<file path="config.mk">
export PLATFORM = sky130hd
export DESIGN_NAME = adc_pwm_mirror
export DESIGN_NICKNAME = d
export VERILOG_FILES = /design/src/rtl/adc_pwm_mirror.sv
export SDC_FILE = /design/constraint.sdc
export NUM_CORES = 1
export LEC_CHECK = 0
export ABC_AREA = 1
export ABC_CLOCK_PERIOD_IN_PS = 4800
export CAP_MARGIN = 0
export CORE_ASPECT_RATIO = 1.1
export CORE_MARGIN = 4
export CORE_UTILIZATION = 30
export DETAILED_ROUTE_END_ITERATION = 6
export GPL_TIMING_DRIVEN = 0
export PLACE_DENSITY = 0.52
export SETUP_SLACK_MARGIN = 0.1
export SLEW_MARGIN = 30
export SYNTH_ARGS = -nofsm -noshare
export SYNTH_HDL_FRONTEND = slang
export SYNTH_SLANG_ARGS = --single-unit
</file>
<file path="constraint.sdc">
create_clock -name clk_i -period 4.8 [get_ports clk_i]
set_clock_uncertainty 0.15 [all_clocks]
set_input_delay 0.96 -clock clk_i [delete_from_list [all_inputs] [get_ports clk_i]]
set_output_delay 0.96 -clock clk_i [all_outputs]
set_load 0.02 [all_outputs]
</file>
<file path="src/rtl/adc_pwm_mirror.sv">
// Paces ADC conversion requests, averages 2^AVG_LOG2 samples per channel and
// drives one glitch-free PWM output per channel from the averaged value.
module adc_pwm_mirror #(
    parameter int CLK_FREQ_HZ    = 100_000_000,
    parameter int SAMPLE_RATE_HZ = 100_000,
    parameter int NUM_CHANNELS   = 2,
    parameter int SAMPLE_WIDTH   = 12,
    parameter int AVG_LOG2       = 2,
    parameter int PWM_WIDTH      = 12
) (
    input  logic                                 clk_i,
    input  logic                                 rst,
    input  logic                                 enable_i,
    output logic                                 request_o,
    input  logic [NUM_CHANNELS*SAMPLE_WIDTH-1:0] data_i,
    input  logic                                 data_valid_i,
    output logic [NUM_CHANNELS*SAMPLE_WIDTH-1:0] avg_o,
    output logic                                 avg_valid_o,
    output logic                                 overrun_o,
    output logic [NUM_CHANNELS-1:0]              pwm_o
);

    localparam int DIVIDER = CLK_FREQ_HZ / SAMPLE_RATE_HZ;
    localparam int TW      = $clog2(DIVIDER);
    localparam int AW      = SAMPLE_WIDTH + AVG_LOG2;
    localparam int CW      = (AVG_LOG2 > 0) ? AVG_LOG2 : 1;
    localparam logic [TW-1:0] TMAX     = TW'(DIVIDER - 1);
    localparam logic [CW-1:0] CNT_LAST = CW'((1 << AVG_LOG2) - 1);

    function automatic logic [SAMPLE_WIDTH-1:0] avg_trunc(input logic [AW-1:0] s);
        return SAMPLE_WIDTH'(s >> AVG_LOG2);
    endfunction

    logic [TW-1:0]        timer;
    logic                 pending;
    logic                 tick;
    logic                 last;
    logic [CW-1:0]        cnt;
    logic [AW-1:0]        acc    [NUM_CHANNELS];
    logic [AW-1:0]        sum_p0 [NUM_CHANNELS];
    logic [PWM_WIDTH-1:0] pcnt;
    logic [PWM_WIDTH-1:0] shadow [NUM_CHANNELS];
    logic [PWM_WIDTH-1:0] active [NUM_CHANNELS];

    assign tick = enable_i && (timer == TMAX);
    assign last = (cnt == CNT_LAST);

    // Request pacing: a tick with a request still outstanding is an overrun.
    always_ff @(posedge clk_i) begin
        if (rst) begin
            timer     <= '0;
            pending   <= 1'b0;
            request_o <= 1'b0;
            overrun_o <= 1'b0;
        end else begin
            request_o <= tick && !pending;
            if (tick && pending)
                overrun_o <= 1'b1;
            if (!enable_i || timer == TMAX)
                timer <= '0;
            else
                timer <= timer + 1'b1;
            if (tick && !pending)
                pending <= 1'b1;
            else if (data_valid_i)
                pending <= 1'b0;
        end
    end

    // Stage p0: running sum including the incoming sample.
    always_comb begin
        for (int k = 0; k < NUM_CHANNELS; k++)
            sum_p0[k] = acc[k] + AW'(data_i[k*SAMPLE_WIDTH +: SAMPLE_WIDTH]);
    end

    always_ff @(posedge clk_i) begin
        if (rst) begin
            cnt         <= '0;
            avg_valid_o <= 1'b0;
            avg_o       <= '0;
            for (int k = 0; k < NUM_CHANNELS; k++)
                acc[k] <= '0;
        end else begin
            avg_valid_o <= enable_i && data_valid_i && last;
            if (!enable_i) begin
                cnt <= '0;
                for (int k = 0; k < NUM_CHANNELS; k++)
                    acc[k] <= '0;
            end else if (data_valid_i) begin
                if (last) begin
                    cnt <= '0;
                    for (int k = 0; k < NUM_CHANNELS; k++) begin
                        acc[k] <= '0;
                        avg_o[k*SAMPLE_WIDTH +: SAMPLE_WIDTH] <= avg_trunc(sum_p0[k]);
                    end
                end else begin
                    cnt <= cnt + 1'b1;
                    for (int k = 0; k < NUM_CHANNELS; k++)
                        acc[k] <= sum_p0[k];
                end
            end
        end
    end

    // PWM: compares only change at the period boundary so no cycle is truncated.
    always_ff @(posedge clk_i) begin
        if (rst) begin
            pcnt  <= '0;
            pwm_o <= '0;
            for (int k = 0; k < NUM_CHANNELS; k++) begin
                shadow[k] <= '0;
                active[k] <= '0;
            end
        end else begin
            pcnt <= pcnt + 1'b1;
            for (int k = 0; k < NUM_CHANNELS; k++) begin
                if (avg_valid_o)
                    shadow[k] <= avg_o[k*SAMPLE_WIDTH + SAMPLE_WIDTH - 1 -: PWM_WIDTH];
                if (pcnt == '1)
                    active[k] <= shadow[k];
                pwm_o[k] <= (pcnt < active[k]);
            end
        end
    end

endmodule

</file>
==> run summary <==
ranking of synthesized cells by area: edfxtp_1, dfxtp_1, inv_1
HP Class: reg2reg
Starting Density: 30.48%
WL final: 15980 um
vias per cell: 4.333
TritonCTS Buffers: 17
grt ovf: 0
Top FF cell, synth: edfxtp_1
share of layout cells above drive strength 1: 5.104%
RSZ-0062 raised after global routing: false
Final Cell Area: 8487 um^2
Clk pwr share: 44.6%
post-synthesis sequential area ratio: 48.12%
Post-CTS Hold Buffers: 0
Final Critical Period: 2903 ps
Synth top cells by count: inv_1, nand2_1, nor2_1
Post-synth EDFFs: 76
largest net degree at the start of global routing: 29
placed insts: 1229
number of global-route vias before repair: 5387
drt pass-1 iters: 4
io pins: 57
Netlist cell types: 31
post-layout util: 37.01%
Layout fillers: 2418
H-tree depth: 4
Final Non-Filler Cells: 1260
Sw Share: 25.57%
top cell type's share of synthesized area: 32.65%
max-slew violation count: 0
Post-CTS Setup Repair Bufs: 0
worst-skew pair later-pin latency: 430 ps
Mapped Area: 6989 um^2
worst r2r src: pcnt[0]
Ys Warns: 0
CTS root buf: clkbuf_16
Peak VDD IR: 259.7 uV
Die Wd: 153.5 um
Clock Path Buffers: 2
GRT Total Usage: 13.07%
antenna violations before repair: 0
initial DRC count: 315
IO Port Bufs: 55
Int Pwr: 0.002028 W
Worst Tran Pin Value: 774.4 ps
Seq cells post-synth: 130
MaxCap Viol Count: 0
PwrDens: 321.1 nW/um^2
total die area: 25810 um^2
Critical Path RT: 4920 ps
CP Capture Type: flip-flop
outcome: finished clean
post-synth net total: 952
Area Overhead vs Synth: 21.43%
Area after DPL: 7944 um^2
worst path arrival time: 3020 ps
sequential share of power: 45.2%
fraction of registers with async set or reset after synthesis: 0%
Sum Neg Setup Slack: 0 ps
Switch Pwr: 0.0006970 W
row count: 58
most numerous cell in the Yosys netlist: inv_1
CTS tree: yes
Core Box Area: 22930 um^2
Critical Path Source: enable_i
Synth area leader: edfxtp_1
ant diodes: 0
Cells after Synth: 873
crit share post-route: 60.48%
nets: 1027
CP Max Fanout: 10
first-pass GRT wire length: 26740 um
Leak Pwr: 3.872 nW
WHS: 299.9 ps
Final Hold Vio Count: 0
Synth Area per Inst: 8.006 um^2
Worst Setup Path Type: in2reg
CTS Sinks: 130
DRC Markers: 0
post_cts resized: 0
hold path start: timer[0]
total number of vias: 5459
Final Setup Violations: 0
max_slew headroom: 48.19%
HPWL Detailed: 12220 um
crit start category: input pin
Max Clk Rate: 344.5 MHz
clock-pin slew on the worst setup and hold paths: 60 ps
average wire per standard cell: 12.68 um
DRT antenna net count: 0
GPL Wtd Cong: 0.8358
Combinational Power Share: 10.2%
Die H: 168.1 um
[final timing paths]
path         slack [ps]  depth (start not counted)           end
max reg2reg        2530                          8  active[0][5]
max                1900                          6    acc[0][25]
min reg2reg         300                          1      timer[0]
min                 300                          1      timer[0]
[registers in the layout, summed over array words and instances, names as in the netlist]
name	count
acc	28
active	24
avg_o	24
shadow	24
pcnt	12
timer	10
cnt	2
pwm_o	2
avg_valid_o	1
overrun_o	1
pending	1
request_o	1
[routing by layer]
metal	track usage (%)	up-vias	share of wire (%)	routed length (um)
li1	-	2905	-	-
met2	22.93	75	51	8126
met3	3.393	14	3.2	507
met5	0	-	0	0
met4	4.032	0	1.3	203
met1	15.71	2465	45	7139
[layout make-up]
cell class                      count  area, um^2  area share [%]
Buffer                             15       75.07          0.8846
Clock buffer                       18       429.2           5.057
Clock inverter                     13       113.9           1.342
Inverter                          198       743.2           8.757
Multi-Input combinational cell    530        2821           33.24
Sequential cell                   130        3363           39.63
Tap cell                          300       375.4           4.423
Timing Repair Buffer               56       565.5           6.664
[cell usage in the layout (no fill, tap or decap), drive strengths merged, types with 4 or more instances in the layout]
master           n
clkbuf          25
buf              9
ha              49
edfxtp          76
nand4           16
o21ai           20
inv            200
xor2             9
or2              4
a21oi           69
clkinv           8
nand3           49
nor2           113
and3             4
clkdlybuf4s50   55
nand2          176
dfxtp           54
xnor2            5
nor3             7
[cell families (layout without fill, tap and decap cells)]
kind of cell | after synthesis | in the layout | synth area share (%)
adder cells (fa/ha/maj) | 51 | 51 | 9.345
XOR/XNOR | 14 | 14 | 1.754
flip-flops | 130 | 130 | 48.12
AND/OR/NAND/NOR | 371 | 371 | 22.16
buffers and inverters | 213 | 300 | 11.71
AO/OA/AOI/OAI | 94 | 94 | 6.910
[worst max-delay path, cell delays in order]
cell and delay, ps:
clkdlybuf4s50_1 480, inv_1 60, nor2_1 480, nand2_1 390, clkbuf_1 410, a21oi_1 240
[power groups by stage]
stage               Combinational [W]  Sequential (W)  Clock, W
floorplan                    0.000193         0.00125         0
global placement             0.000276         0.00126         0
detailed placement           0.000280         0.00126         0
CTS                          0.000282         0.00123   0.00125
global route                 0.000323         0.00124   0.00130
finish                       0.000278         0.00123   0.00122
[metrics by stage]
step	setup WS, ps	power (W)
6_report	1897	0.002725
5_1_grt	1767	0.002855
4_1_cts	1842	0.002760
3_5_place_dp	1380	0.001535
3_3_place_gp	354.6	0.001532
2_1_floorplan	1420	0.001446
No activity file was read; power rests on OpenSTA's default activity.
